File: src/rtl/hazard_ctrl_if.sv
// Pipeline-side bundle for the hazard controller: register fields and control bits
// from IF/ID, ID/EX, EX/MEM and MEM/WB in, stall/flush/forward controls out.
interface hazard_ctrl_if;
  logic [4:0]  id_rs;
  logic [4:0]  id_rt;
  logic [4:0]  idex_rs;
  logic [4:0]  idex_rt;
  logic        idex_mem_read;
  logic        idex_reg_write;
  logic [4:0]  idex_write_reg;
  logic [4:0]  exmem_write_reg;
  logic        exmem_reg_write;
  logic        exmem_branch_taken;
  logic        exmem_jump;
  logic [4:0]  memwb_write_reg;
  logic        memwb_reg_write;
  logic        halt_req;

  logic [1:0]  forward_a;
  logic [1:0]  forward_b;
  logic        pc_write;
  logic        if_id_write;
  logic        id_ex_bubble;
  logic        flush_if_id;
  logic        flush_id_ex;
  logic        flush_ex_mem;
  logic        pc_redirect;
  logic [1:0]  state;
  logic [15:0] stall_count;
  logic [15:0] flush_count;

  // Every signal is level-sensitive and sampled at the rising clock edge; there is
  // no valid/ready pairing: control outputs apply to the edge that ends the cycle.
  modport slave (
    input  id_rs, id_rt, idex_rs, idex_rt, idex_mem_read, idex_reg_write,
           idex_write_reg, exmem_write_reg, exmem_reg_write, exmem_branch_taken,
           exmem_jump, memwb_write_reg, memwb_reg_write, halt_req,
    output forward_a, forward_b, pc_write, if_id_write, id_ex_bubble,
           flush_if_id, flush_id_ex, flush_ex_mem, pc_redirect, state,
           stall_count, flush_count
  );

  modport master (
    output id_rs, id_rt, idex_rs, idex_rt, idex_mem_read, idex_reg_write,
           idex_write_reg, exmem_write_reg, exmem_reg_write, exmem_branch_taken,
           exmem_jump, memwb_write_reg, memwb_reg_write, halt_req,
    input  forward_a, forward_b, pc_write, if_id_write, id_ex_bubble,
           flush_if_id, flush_id_ex, flush_ex_mem, pc_redirect, state,
           stall_count, flush_count
  );
endinterface

File: src/rtl/hazard_ctrl.sv
// Hazard control for a 5-stage pipeline: operand forwarding, load-use stall,
// branch/jump flush and external halt, with saturating event counters.
module hazard_ctrl (
  input  logic           clock,
  input  logic           reset,
  hazard_ctrl_if.slave   hz
);

  typedef enum logic [1:0] {
    ST_RUN   = 2'b00,
    ST_FLUSH = 2'b01,
    ST_HALT  = 2'b10
  } state_t;

  state_t      r_state;
  state_t      w_state_nxt;
  logic [15:0] r_stall_count;
  logic [15:0] r_flush_count;

  logic        w_load_use;
  logic        w_redirect;
  logic        w_stall_inc;
  logic        w_flush_inc;
  logic        w_pc_write;
  logic        w_if_id_write;
  logic        w_id_ex_bubble;
  logic        w_flush_all;
  logic [1:0]  w_fwd_a;
  logic [1:0]  w_fwd_b;
  logic        w_unused;

  // ID/EX write enable plays no part in these hazard rules.
  assign w_unused = hz.idex_reg_write;

  function automatic logic [1:0] fwd_sel(
    input logic [4:0] src,
    input logic       exmem_we,
    input logic [4:0] exmem_rd,
    input logic       memwb_we,
    input logic [4:0] memwb_rd
  );
    logic [1:0] sel;
    sel = 2'b00;
    if (exmem_we && (exmem_rd != 5'd0) && (exmem_rd == src)) begin
      sel = 2'b10;
    end else if (memwb_we && (memwb_rd != 5'd0) && (memwb_rd == src)) begin
      sel = 2'b01;
    end
    return sel;
  endfunction

  assign w_fwd_a = fwd_sel(hz.idex_rs, hz.exmem_reg_write, hz.exmem_write_reg,
                           hz.memwb_reg_write, hz.memwb_write_reg);
  assign w_fwd_b = fwd_sel(hz.idex_rt, hz.exmem_reg_write, hz.exmem_write_reg,
                           hz.memwb_reg_write, hz.memwb_write_reg);

  assign w_load_use = hz.idex_mem_read && (hz.idex_write_reg != 5'd0) &&
                      ((hz.idex_write_reg == hz.id_rs) || (hz.idex_write_reg == hz.id_rt));
  assign w_redirect = hz.exmem_branch_taken || hz.exmem_jump;

  always_ff @(posedge clock) begin
    if (reset) begin
      r_state <= ST_RUN;
    end else begin
      r_state <= w_state_nxt;
    end
  end

  // Reset forces the idle output pattern regardless of the registered state.
  always_comb begin
    w_state_nxt    = r_state;
    w_pc_write     = 1'b1;
    w_if_id_write  = 1'b1;
    w_id_ex_bubble = 1'b0;
    w_flush_all    = 1'b0;
    w_stall_inc    = 1'b0;
    w_flush_inc    = 1'b0;
    if (!reset) begin
      case (r_state)
        ST_RUN: begin
          if (w_redirect) begin
            w_flush_all = 1'b1;
            w_flush_inc = 1'b1;
            w_state_nxt = ST_FLUSH;
          end else if (w_load_use) begin
            w_pc_write     = 1'b0;
            w_if_id_write  = 1'b0;
            w_id_ex_bubble = 1'b1;
            w_stall_inc    = 1'b1;
          end else if (hz.halt_req) begin
            w_state_nxt = ST_HALT;
          end
        end
        ST_FLUSH: begin
          w_state_nxt = ST_RUN;
        end
        ST_HALT: begin
          w_pc_write     = 1'b0;
          w_if_id_write  = 1'b0;
          w_id_ex_bubble = 1'b1;
          w_stall_inc    = 1'b1;
          if (!hz.halt_req) begin
            w_state_nxt = ST_RUN;
          end
        end
        default: begin
          w_state_nxt = ST_RUN;
        end
      endcase
    end
  end

  always_ff @(posedge clock) begin
    if (reset) begin
      r_stall_count <= 16'd0;
      r_flush_count <= 16'd0;
    end else begin
      if (w_stall_inc && (r_stall_count != 16'hFFFF)) begin
        r_stall_count <= r_stall_count + 16'd1;
      end
      if (w_flush_inc && (r_flush_count != 16'hFFFF)) begin
        r_flush_count <= r_flush_count + 16'd1;
      end
    end
  end

  assign hz.forward_a    = reset ? 2'b00 : w_fwd_a;
  assign hz.forward_b    = reset ? 2'b00 : w_fwd_b;
  assign hz.pc_write     = w_pc_write;
  assign hz.if_id_write  = w_if_id_write;
  assign hz.id_ex_bubble = w_id_ex_bubble;
  assign hz.flush_if_id  = w_flush_all;
  assign hz.flush_id_ex  = w_flush_all;
  assign hz.flush_ex_mem = w_flush_all;
  assign hz.pc_redirect  = w_flush_all;
  assign hz.state        = r_state;
  assign hz.stall_count  = r_stall_count;
  assign hz.flush_count  = r_flush_count;

endmodule

File: src/flat_wrapper.sv
// flat-port wrapper written by rule: the top's interface ports become plain ports
module hazard_ctrl_flat 
  (clock, reset, hz_id_rs, hz_id_rt, hz_idex_rs, hz_idex_rt, hz_idex_mem_read, hz_idex_reg_write, hz_idex_write_reg, hz_exmem_write_reg, hz_exmem_reg_write, hz_exmem_branch_taken, hz_exmem_jump, hz_memwb_write_reg, hz_memwb_reg_write, hz_halt_req, hz_forward_a, hz_forward_b, hz_pc_write, hz_if_id_write, hz_id_ex_bubble, hz_flush_if_id, hz_flush_id_ex, hz_flush_ex_mem, hz_pc_redirect, hz_state, hz_stall_count, hz_flush_count);
  hazard_ctrl_if hz_i ();
  input  logic clock;
  input  logic reset;
  input wire logic [$bits(hz_i.id_rs)-1:0] hz_id_rs;
  input wire logic [$bits(hz_i.id_rt)-1:0] hz_id_rt;
  input wire logic [$bits(hz_i.idex_rs)-1:0] hz_idex_rs;
  input wire logic [$bits(hz_i.idex_rt)-1:0] hz_idex_rt;
  input wire logic [$bits(hz_i.idex_mem_read)-1:0] hz_idex_mem_read;
  input wire logic [$bits(hz_i.idex_reg_write)-1:0] hz_idex_reg_write;
  input wire logic [$bits(hz_i.idex_write_reg)-1:0] hz_idex_write_reg;
  input wire logic [$bits(hz_i.exmem_write_reg)-1:0] hz_exmem_write_reg;
  input wire logic [$bits(hz_i.exmem_reg_write)-1:0] hz_exmem_reg_write;
  input wire logic [$bits(hz_i.exmem_branch_taken)-1:0] hz_exmem_branch_taken;
  input wire logic [$bits(hz_i.exmem_jump)-1:0] hz_exmem_jump;
  input wire logic [$bits(hz_i.memwb_write_reg)-1:0] hz_memwb_write_reg;
  input wire logic [$bits(hz_i.memwb_reg_write)-1:0] hz_memwb_reg_write;
  input wire logic [$bits(hz_i.halt_req)-1:0] hz_halt_req;
  output wire logic [$bits(hz_i.forward_a)-1:0] hz_forward_a;
  output wire logic [$bits(hz_i.forward_b)-1:0] hz_forward_b;
  output wire logic [$bits(hz_i.pc_write)-1:0] hz_pc_write;
  output wire logic [$bits(hz_i.if_id_write)-1:0] hz_if_id_write;
  output wire logic [$bits(hz_i.id_ex_bubble)-1:0] hz_id_ex_bubble;
  output wire logic [$bits(hz_i.flush_if_id)-1:0] hz_flush_if_id;
  output wire logic [$bits(hz_i.flush_id_ex)-1:0] hz_flush_id_ex;
  output wire logic [$bits(hz_i.flush_ex_mem)-1:0] hz_flush_ex_mem;
  output wire logic [$bits(hz_i.pc_redirect)-1:0] hz_pc_redirect;
  output wire logic [$bits(hz_i.state)-1:0] hz_state;
  output wire logic [$bits(hz_i.stall_count)-1:0] hz_stall_count;
  output wire logic [$bits(hz_i.flush_count)-1:0] hz_flush_count;
  assign hz_i.id_rs = hz_id_rs;
  assign hz_i.id_rt = hz_id_rt;
  assign hz_i.idex_rs = hz_idex_rs;
  assign hz_i.idex_rt = hz_idex_rt;
  assign hz_i.idex_mem_read = hz_idex_mem_read;
  assign hz_i.idex_reg_write = hz_idex_reg_write;
  assign hz_i.idex_write_reg = hz_idex_write_reg;
  assign hz_i.exmem_write_reg = hz_exmem_write_reg;
  assign hz_i.exmem_reg_write = hz_exmem_reg_write;
  assign hz_i.exmem_branch_taken = hz_exmem_branch_taken;
  assign hz_i.exmem_jump = hz_exmem_jump;
  assign hz_i.memwb_write_reg = hz_memwb_write_reg;
  assign hz_i.memwb_reg_write = hz_memwb_reg_write;
  assign hz_i.halt_req = hz_halt_req;
  assign hz_forward_a = hz_i.forward_a;
  assign hz_forward_b = hz_i.forward_b;
  assign hz_pc_write = hz_i.pc_write;
  assign hz_if_id_write = hz_i.if_id_write;
  assign hz_id_ex_bubble = hz_i.id_ex_bubble;
  assign hz_flush_if_id = hz_i.flush_if_id;
  assign hz_flush_id_ex = hz_i.flush_id_ex;
  assign hz_flush_ex_mem = hz_i.flush_ex_mem;
  assign hz_pc_redirect = hz_i.pc_redirect;
  assign hz_state = hz_i.state;
  assign hz_stall_count = hz_i.stall_count;
  assign hz_flush_count = hz_i.flush_count;
  hazard_ctrl u_core (.clock(clock), .reset(reset), .hz(hz_i));
endmodule
File: config.mk
export PLATFORM = sky130hd
export DESIGN_NAME = hazard_ctrl_flat
export DESIGN_NICKNAME = d
export VERILOG_FILES = /design/src/rtl/hazard_ctrl_if.sv /design/src/rtl/hazard_ctrl.sv /design/src/flat_wrapper.sv
export SDC_FILE = /design/constraint.sdc
export NUM_CORES = 1
export LEC_CHECK = 0
export ABC_AREA = 0
export CAP_MARGIN = 20
export CORE_MARGIN = 3
export CORE_UTILIZATION = 40
export DETAILED_ROUTE_END_ITERATION = 12
export PLACE_DENSITY_LB_ADDON = 0.25
export SLEW_MARGIN = 20
export SYNTH_ARGS = -nofsm -noshare
export SYNTH_HDL_FRONTEND = slang
export SYNTH_SLANG_ARGS = --single-unit
File: constraint.sdc
create_clock -name clock -period 3.05 [get_ports clock]
set_input_delay 0.61 -clock clock [delete_from_list [all_inputs] [get_ports clock]]
set_output_delay 0.61 -clock clock [all_outputs]
set_load 0.03 [all_outputs]
# Word level (Yosys, flattened, before mapping)

Cells that the tools add are included.

Register bits after elaboration: 34

$add $sub $neg: 2
Eq/ne operators: 12
Mux-type cells: 22
Reduce and logical (&&, ||, !) cells: 17

Operators with widths:

| operator                                                                | count |
|---|---|
| 16-bit by 1-bit adder with 16-bit output, second input constant         | 2 |
| 16-bit inequality test, second input constant                           | 2 |
| 5-bit == test                                                           | 6 |
| 2-bit 2-to-1 mux                                                        | 8 |
| 5-bit nonzero test                                                      | 3 |
| 1-bit 2-to-1 mux                                                        | 11 |
| 1-bit logical AND                                                       | 10 |
| 1-bit one-hot mux with 2 select lines                                   | 2 |
| 2-bit one-hot mux with 2 select lines                                   | 1 |
| 3-bit by 2-bit inequality test with 1-bit output, second input constant | 1 |
| 3-bit inequality test, second input constant                            | 1 |
| 3-bit AND reduction                                                     | 1 |
| 2-bit == test, second input constant                                    | 1 |
| 2-bit logical NOT                                                       | 1 |
| 1-bit logical OR                                                        | 2 |
| 2-bit inequality test, second input constant                            | 1 |

# Depth between registers and ports, before layout

Gate-level depths: netlist of run 1.

Depth after elaboration: 8
Mapped depth: 8

# Worst setup path before layout of run 1

No wires, ideal clock.

Kind: input-to-output
Start: input port hz_exmem_write_reg[1]
End: output port hz_forward_a[0]
Arrival time: 2.525 ns
Required time: 2.440 ns
Slack: -0.085 ns
Stages on the path: 4
Buffers on the path: 0
Cells stage by stage: or4_1 -> o21ai_0 -> nor3_1 -> nor4_1

Longest elaborated chain between the ends: 5

Ends and longest elaborated chain:

| item                | RTL line           | RTL |
|---|---|---|
| from (decl)         | flat_wrapper.sv:14 | `input wire logic [$bits(hz_i.exmem_write_reg)-1:0] hz_exmem_write_reg;` |
| 5-bit nonzero test  | hazard_ctrl.sv:44  | `if (exmem_we && (exmem_rd != 5'd0) && (exmem_rd == src)) begin` |
| 1-bit logical AND   | hazard_ctrl.sv:44  |  |
| 1-bit logical AND * | hazard_ctrl.sv:44  |  |
| 2-bit 2-to-1 mux *  | hazard_ctrl.sv:44  |  |
| 2-bit 2-to-1 mux *  | hazard_ctrl.sv:127 | `assign hz.forward_a = reset ? 2'b00 : w_fwd_a;` |
| to (decl)           | flat_wrapper.sv:21 | `output wire logic [$bits(hz_i.forward_a)-1:0] hz_forward_a;` |

Every way passes the cells marked *; elsewhere a longest branch is shown, timed or not.

# Worst setup path after layout of run 1

Start: input port hz_idex_write_reg[0]
End: output port hz_pc_write

Longest elaborated chain between the ends: 7

Ends and longest elaborated chain:

| item                                                         | RTL line                             | RTL |
|---|---|---|
| from (decl)                                                  | flat_wrapper.sv:13                   | `input wire logic [$bits(hz_i.idex_write_reg)-1:0] hz_idex_write_reg;` |
| 5-bit == test / 5-bit nonzero test (equally long branches)   | hazard_ctrl.sv:58, hazard_ctrl.sv:57 |  |
| 1-bit logical OR / 1-bit logical AND (equally long branches) | hazard_ctrl.sv:58, hazard_ctrl.sv:57 |  |
| 1-bit logical AND *                                          | hazard_ctrl.sv:57                    | `assign w_load_use = hz.idex_mem_read && (hz.idex_write_reg != 5'd0) &&` |
| 1-bit 2-to-1 mux *                                           | hazard_ctrl.sv:85                    | `end else if (w_load_use) begin` |
| 1-bit 2-to-1 mux *                                           | hazard_ctrl.sv:81                    | `if (w_redirect) begin` |
| 1-bit one-hot mux with 2 select lines *                      | hazard_ctrl.sv:79                    | `case (r_state)` |
| 1-bit 2-to-1 mux *                                           | hazard_ctrl.sv:78                    | `if (!reset) begin` |
| to (decl)                                                    | flat_wrapper.sv:23                   | `output wire logic [$bits(hz_i.pc_write)-1:0] hz_pc_write;` |

Marked as above.

==> results.toml, run 1 <==
[status]
status = "finished, final reports clean"

[floorplan]
fp.dieW_um = 78.23
die_h_um = 78.23
coreArea_um2 = 4880
start_util_pct = 42.77
num_rows = 25
die_area_um2 = 6120
boundaryPins = 89

[routing]
vias = 2173
drt_iter0_drc = 66
ant_nets = 0
routed_wl_mm = 5.274
wl_per_cell_um = 12.29
drc = 0
via_per_inst = 5.065
drtPass1Iterations = 4

[worst_setup_path]
worstPathCellList = "clkdlybuf4s50_1 > or4_4 > o2111a_1 > a21oi_2 > nand2b_4 > buf_4 > buf_4"
cpPeakStageDelay_ns = 0.55
crit_buf_inv = 3
arrival_ns = 2.41
cpLargestDelayFamily = "simple AND/OR/NAND/NOR gates"
cp_max_fo = 2
crit_path_frequent_cell = "buf_4"
cp.required_ns = 2.44
criticalPathCategory = "in -> out"
end_kind = "output port"
start_kind = "primary input"
cp_slowest_cell = "or4_4"

[global_routing]
grtUsageTotal_pct = 17.07
overflow = 0
grt_pass1_vias = 1958
antenna_found_initial = 0
grt_max_degree = 32
grt_pass1_wl_mm = 8.549

[synth]
synth-main-ff-cell = "dfxtp_1"
ys_seq_elements = 34
yosys.area.top_type_share_pct = 32.61
syn_nets = 300
ys_async_sr_fraction_pct = 0
ys_warn_count = 0
yosys-top-cells-area = "dfxtp_1, xnor2_1, xor2_1, nor2_1, nand2_1"
avgSynthCellArea_um2 = 8.217
seq_area_frac_synth_pct = 32.61
synth-edff-count = 0
synthCells = 254
yosysUniqueCellTypes = 42
synth_top_area_cell = "dfxtp_1"
synth_area_um2 = 2087

[place]
portBuffers = 87
dp_hpwl_mm = 4.236
place_congestion = 0.8018
dpl_worst_slack_ns = -0.3570

[timing]
finClkSkew_ns = 0.009556
finalSetupViolations = 0
maxSlewViolCount = 0
hold_slack_ns = 0.4900
fmax_ghz = 0.3311
hold_viol = 0
post-route-period-util_pct = 99.02
max_slew_margin_pct = 47.08
setup_slack_ns = 0.02980
tightestPinTransition_ns = 0.7836
period_minus_slack_ns = 3.020

[layout]
multi_input_comb_area_um2 = 1344
area.growth.synth_to_final_pct = 55.94
antenna-diode-count = 0
fillerInstances = 431
nets = 407
final_common_cell = "clkdlybuf4s50_1"
layout-drive-gt1-share_pct = 14.92
regArea_um2 = 680.7
final_cell_mix = "clkdlybuf4s50_1, dfxtp_1, buf_4"

[pwr]
vdd_drop_max_v = 0.0002303
p_leak_nw = 1.177
power_density_nw_per_um2 = 333.8
power_mw = 1.086

[flow_run]
maxCapViolations = 0

[clock_tree]
cts_tree = "built"
clockBufferDepth = 2
cts-root-buf = "clkbuf_8"
clkSinkCount = 34
numCtsBuffers = 5
cts.htree.levels = 2
clk_pin_slew_ns = 0.07
clk_latency_ns = 0.28

[min_path]
hold_class = "reg -> reg"
[flip-flops by register name, indices dropped and copies added (netlist names)]
register               flops
u_core.hz.stall_count     16
u_core.hz.state            2
u_core.hz.flush_count     16
[cells by family (layout without fill, tap and decap cells)]
group,Yosys count,in the layout,share of synthesized area (%)
AO/OA/AOI/OAI,36,36,10.97
XOR/XNOR,43,43,18.05
AND/OR/NAND/NOR,118,118,30.04
flip-flops,34,34,32.61
adder cells (fa/ha/maj),2,2,1.199
multiplexers,6,6,3.297
buffers and inverters,15,123,3.837
[cells in the mapped netlist, drive strengths merged, types with 8 or more instances]
| master | number |
|---|---|
| xor2 | 17 |
| nor3 | 8 |
| dfxtp | 34 |
| xnor2 | 26 |
| nor2 | 25 |
| and3 | 9 |
| nand3 | 13 |
| o21ai | 12 |
| or3 | 8 |
| a21oi | 14 |
| nand2 | 20 |
[routing by layer]
layer	wire (µm)	GRT usage, %	vias up
met5	0	0	-
li1	-	-	1112
met3	395	4.931	2
met2	2369	28.60	74
met4	24	4.720	0
met1	2485	21.34	985
[layout make-up]
| type | instances | share of cell area, % |
|---|---|---|
| clock buffer | 5 | 2.115 |
| timing repair buffer | 110 | 31.14 |
| sequential | 34 | 20.92 |
| clock inverter | 3 | 1.384 |
| multi-input combinational | 205 | 41.29 |
| tap | 67 | 2.576 |
| inverter | 5 | 0.5767 |
[report_power, final]
group / leakage (nW) / internal [mW] / total, mW / switching, mW
Combinational: 0.852 / 0.121 / 0.217 / 0.0954
Sequential: 0.274 / 0.449 / 0.457 / 0.00788
Clock: 0.0504 / 0.243 / 0.413 / 0.170
Total: 1.18 / 0.813 / 1.09 / 0.273
[worst reg2reg max path: stages, from the launching register on]
cell	delay, ns
dfxtp_1	0.41
ha_1	0.20
nand3_1	0.22
nor4_1	0.44
a221oi_2	0.11
and2_1	0.26
and3_4	0.21
mux2_4	0.29
[path summary, 6_finish.rpt]
| check | start | end | slack, ns | cells after the start |
|---|---|---|---|---|
| worst max-delay path | hz_idex_write_reg[0] | hz_pc_write | 0.03 | 7 |
| worst min-delay path | u_core.hz.stall_count[6]$_SDFFE_PP0P_ | u_core.hz.stall_count[6]$_SDFFE_PP0P_ | 0.49 | 1 |
| worst max register to register | u_core.hz.stall_count[0]$_SDFFE_PP0P_ | u_core.hz.stall_count[12]$_SDFFE_PP0P_ | 0.80 | 7 |
| worst min register to register | u_core.hz.stall_count[6]$_SDFFE_PP0P_ | u_core.hz.stall_count[6]$_SDFFE_PP0P_ | 0.49 | 1 |
[metrics by stage]
| stage | utilization, % | instances | area [µm²] | setup TNS, ns |
|---|---|---|---|---|
| 6_report | 66.69 | 429 | 3254 | 0 |
| 3_5_place_dp | 64.08 | 420 | 3127 | -0.3570 |
| 5_1_grt | 66.69 | 429 | 3254 | -0.04145 |
| 4_1_cts | 66.31 | 428 | 3236 | 0 |
| 2_1_floorplan | - | 254 | 2093 | 0 |
| 3_3_place_gp | 64.08 | 420 | 3127 | -0.3206 |
[what timing repair did]
item                       CTS  global route
hold buffers                 0             0
setup endpoints to repair    1             4
resized for setup            5             3
pin swaps                    0             3
buffers inserted             0             1
Power figures use the tool's default switching activity.
==> run 2: changes to the inputs <==
DONT_BUFFER_PORTS = 1   (was unset)
MAX_ROUTING_LAYER = met4   (was unset)
==> run 2 against run 1 <==
  * Via count is 16% lower
  * Largest power group unchanged
  * Clock power is 16% lower
  * Total power decreased by 16%
  * Register-to-register slack lost 0.09 ns
  * Flip-flop and latch count unchanged
  * Sequential share of layout area increased by 8.6 points
  * Critical path type unchanged
  * Fmax is 8.2% higher
==> results.toml, run 2 (synthesis gave the netlist of run 1 again) <==
[routing]
via_per_inst = 5.548
routed_wl_mm = 4.930
drt_iter0_drc = 80
drtPass1Iterations = 5
drc = 0
ant_nets = 0
vias = 1831
wl_per_cell_um = 14.94

[worst_setup_path]
reg2regPathDepth = 8
cp.depth = 5
cp_slowest_cell = "or4_4"
rrSetupSlack_ns = 0.71
r2r_end = "u_core.hz.stall_count[9]$_SDFFE_PP0P_"
cp.required_ns = 2.44
end_kind = "output port"
cpPeakStageDelay_ns = 0.53
start_kind = "primary input"
r2r-start = "u_core.hz.stall_count[0]$_SDFFE_PP0P_"
crit_buf_inv = 1
criticalPathCategory = "in -> out"
worstPathCellList = "or4_4 > o2111a_1 > a21oi_1 > nand2b_1 > buf_4"
cpLargestDelayFamily = "simple AND/OR/NAND/NOR gates"
arrival_ns = 2.18
cp_max_fo = 7

[clock_tree]
cts_tree = "built"
clk_pin_slew_ns = 0.08
cts_hold_buf = 0
clk_latency_ns = 0.28
clkSinkCount = 34
numCtsBuffers = 5
cts-root-buf = "clkbuf_8"
cts.htree.levels = 2
ctsResizeCount = 0
clockBufferDepth = 2
postCtsSetupBuffers = 0

[place]
place_congestion = 0.7507
dp_hpwl_mm = 3.730
portBuffers = 0
dp.cells = 322

[floorplan]
die_h_um = 78.23
num_rows = 25
coreArea_um2 = 4880
fp.dieW_um = 78.23
start_util_pct = 42.77
die_area_um2 = 6120
boundaryPins = 89

[global_routing]
grt_pass1_wl_mm = 8.107
antenna_found_initial = 0
grt_pass1_vias = 1787
grtUsageTotal_pct = 16.58
grt_max_degree = 44
overflow = 0

[pwr]
vdd_drop_max_v = 0.0003206
power_density_nw_per_um2 = 395.5
p_leak_nw = 0.7834

[timing]
max_slew_margin_pct = 49.17
maxSlewViolCount = 0
period_minus_slack_ns = 2.793
post-route-period-util_pct = 91.56
setup_tns_ns = 0
rsz0062_at_grt = "false"
fmax_ghz = 0.3581
hold_viol = 0
finalSetupViolations = 0
tightestPinTransition_ns = 0.7527
finClkSkew_ns = 0.008932

[layout]
multi_input_comb_area_um2 = 1339
area.growth.synth_to_final_pct = 10.37
fillerInstances = 503
final_cell_mix = "dfxtp_1, xnor2_1, nor2_1"
layout-drive-gt1-share_pct = 11.03
final_core_util_pct = 47.21
regArea_um2 = 680.7
final_common_cell = "dfxtp_1"
antenna-diode-count = 0
nets = 308
stdcell_count = 330

[min_path]
hold_end = "u_core.hz.stall_count[5]$_SDFFE_PP0P_"
hold_depth = 1
hold_class = "in -> reg"
min-delay-start = "reset"

[flow_run]
maxCapViolations = 0

[status]
status = "finished, final reports clean"
[run 2: metal layers]
layer	vias up	part of all wire [%]	GRT usage (%)
met2	79	45	26.46
met5	-	0	-
met3	2	11	7.339
met1	839	43	19.14
li1	911	-	-
met4	0	0.43	4.196
[run 2: through the flow]
step	power, mW	instance area [µm²]	hold WS (ns)	setup slack (ns)
final	0.9109	2303	0.3888	0.2575
after global routing	0.9527	2303	0.3760	0.1550
after CTS	0.9234	2303	0.3789	0.2545
after detailed placement	0.5756	2212	0.6123	0.2594
after global placement	0.5740	2212	0.6006	0.2806
after floorplan	0.5649	2093	0.5912	0.08412
[run 2: area by class of cell]
type	count	share of cell area, %
inverters	5	0.8148
well taps	67	3.639
clock inverters	1	0.2173
repair buffers	11	3.911
multi-input cells	205	58.12
clock buffers	7	3.748
flip-flops and latches	34	29.55
[run 2: how the worst max path moves through the flow]
stage | slack (ns) | start | to
finish | 0.26 | hz_idex_write_reg[0] | hz_pc_write
global route | 0.15 | hz_idex_write_reg[0] | hz_pc_write
global placement | 0.28 | hz_idex_write_reg[0] | hz_pc_write
floorplan | 0.08 | hz_exmem_jump | u_core.hz.flush_count[5]$_SDFFE_PP0P_
detailed placement | 0.26 | hz_idex_write_reg[0] | hz_pc_write
CTS | 0.25 | hz_idex_write_reg[0] | hz_pc_write
[run 2: power by group]
group	internal, mW	switching [mW]	total, mW
combinational	0.0477	0.0490	0.0967
sequential	0.449	0.0190	0.468
clock	0.182	0.164	0.346
total	0.679	0.232	0.911
[run 2: worst reg2reg max path: stages (launching register included)]
cell	delay (ns)
dfxtp_1	0.30
buf_4	0.18
ha_1	0.22
nand3_1	0.21
nor4_1	0.11
a221oi_2	0.26
nand2_1	0.29
nor3_1	0.31
mux2_2	0.36
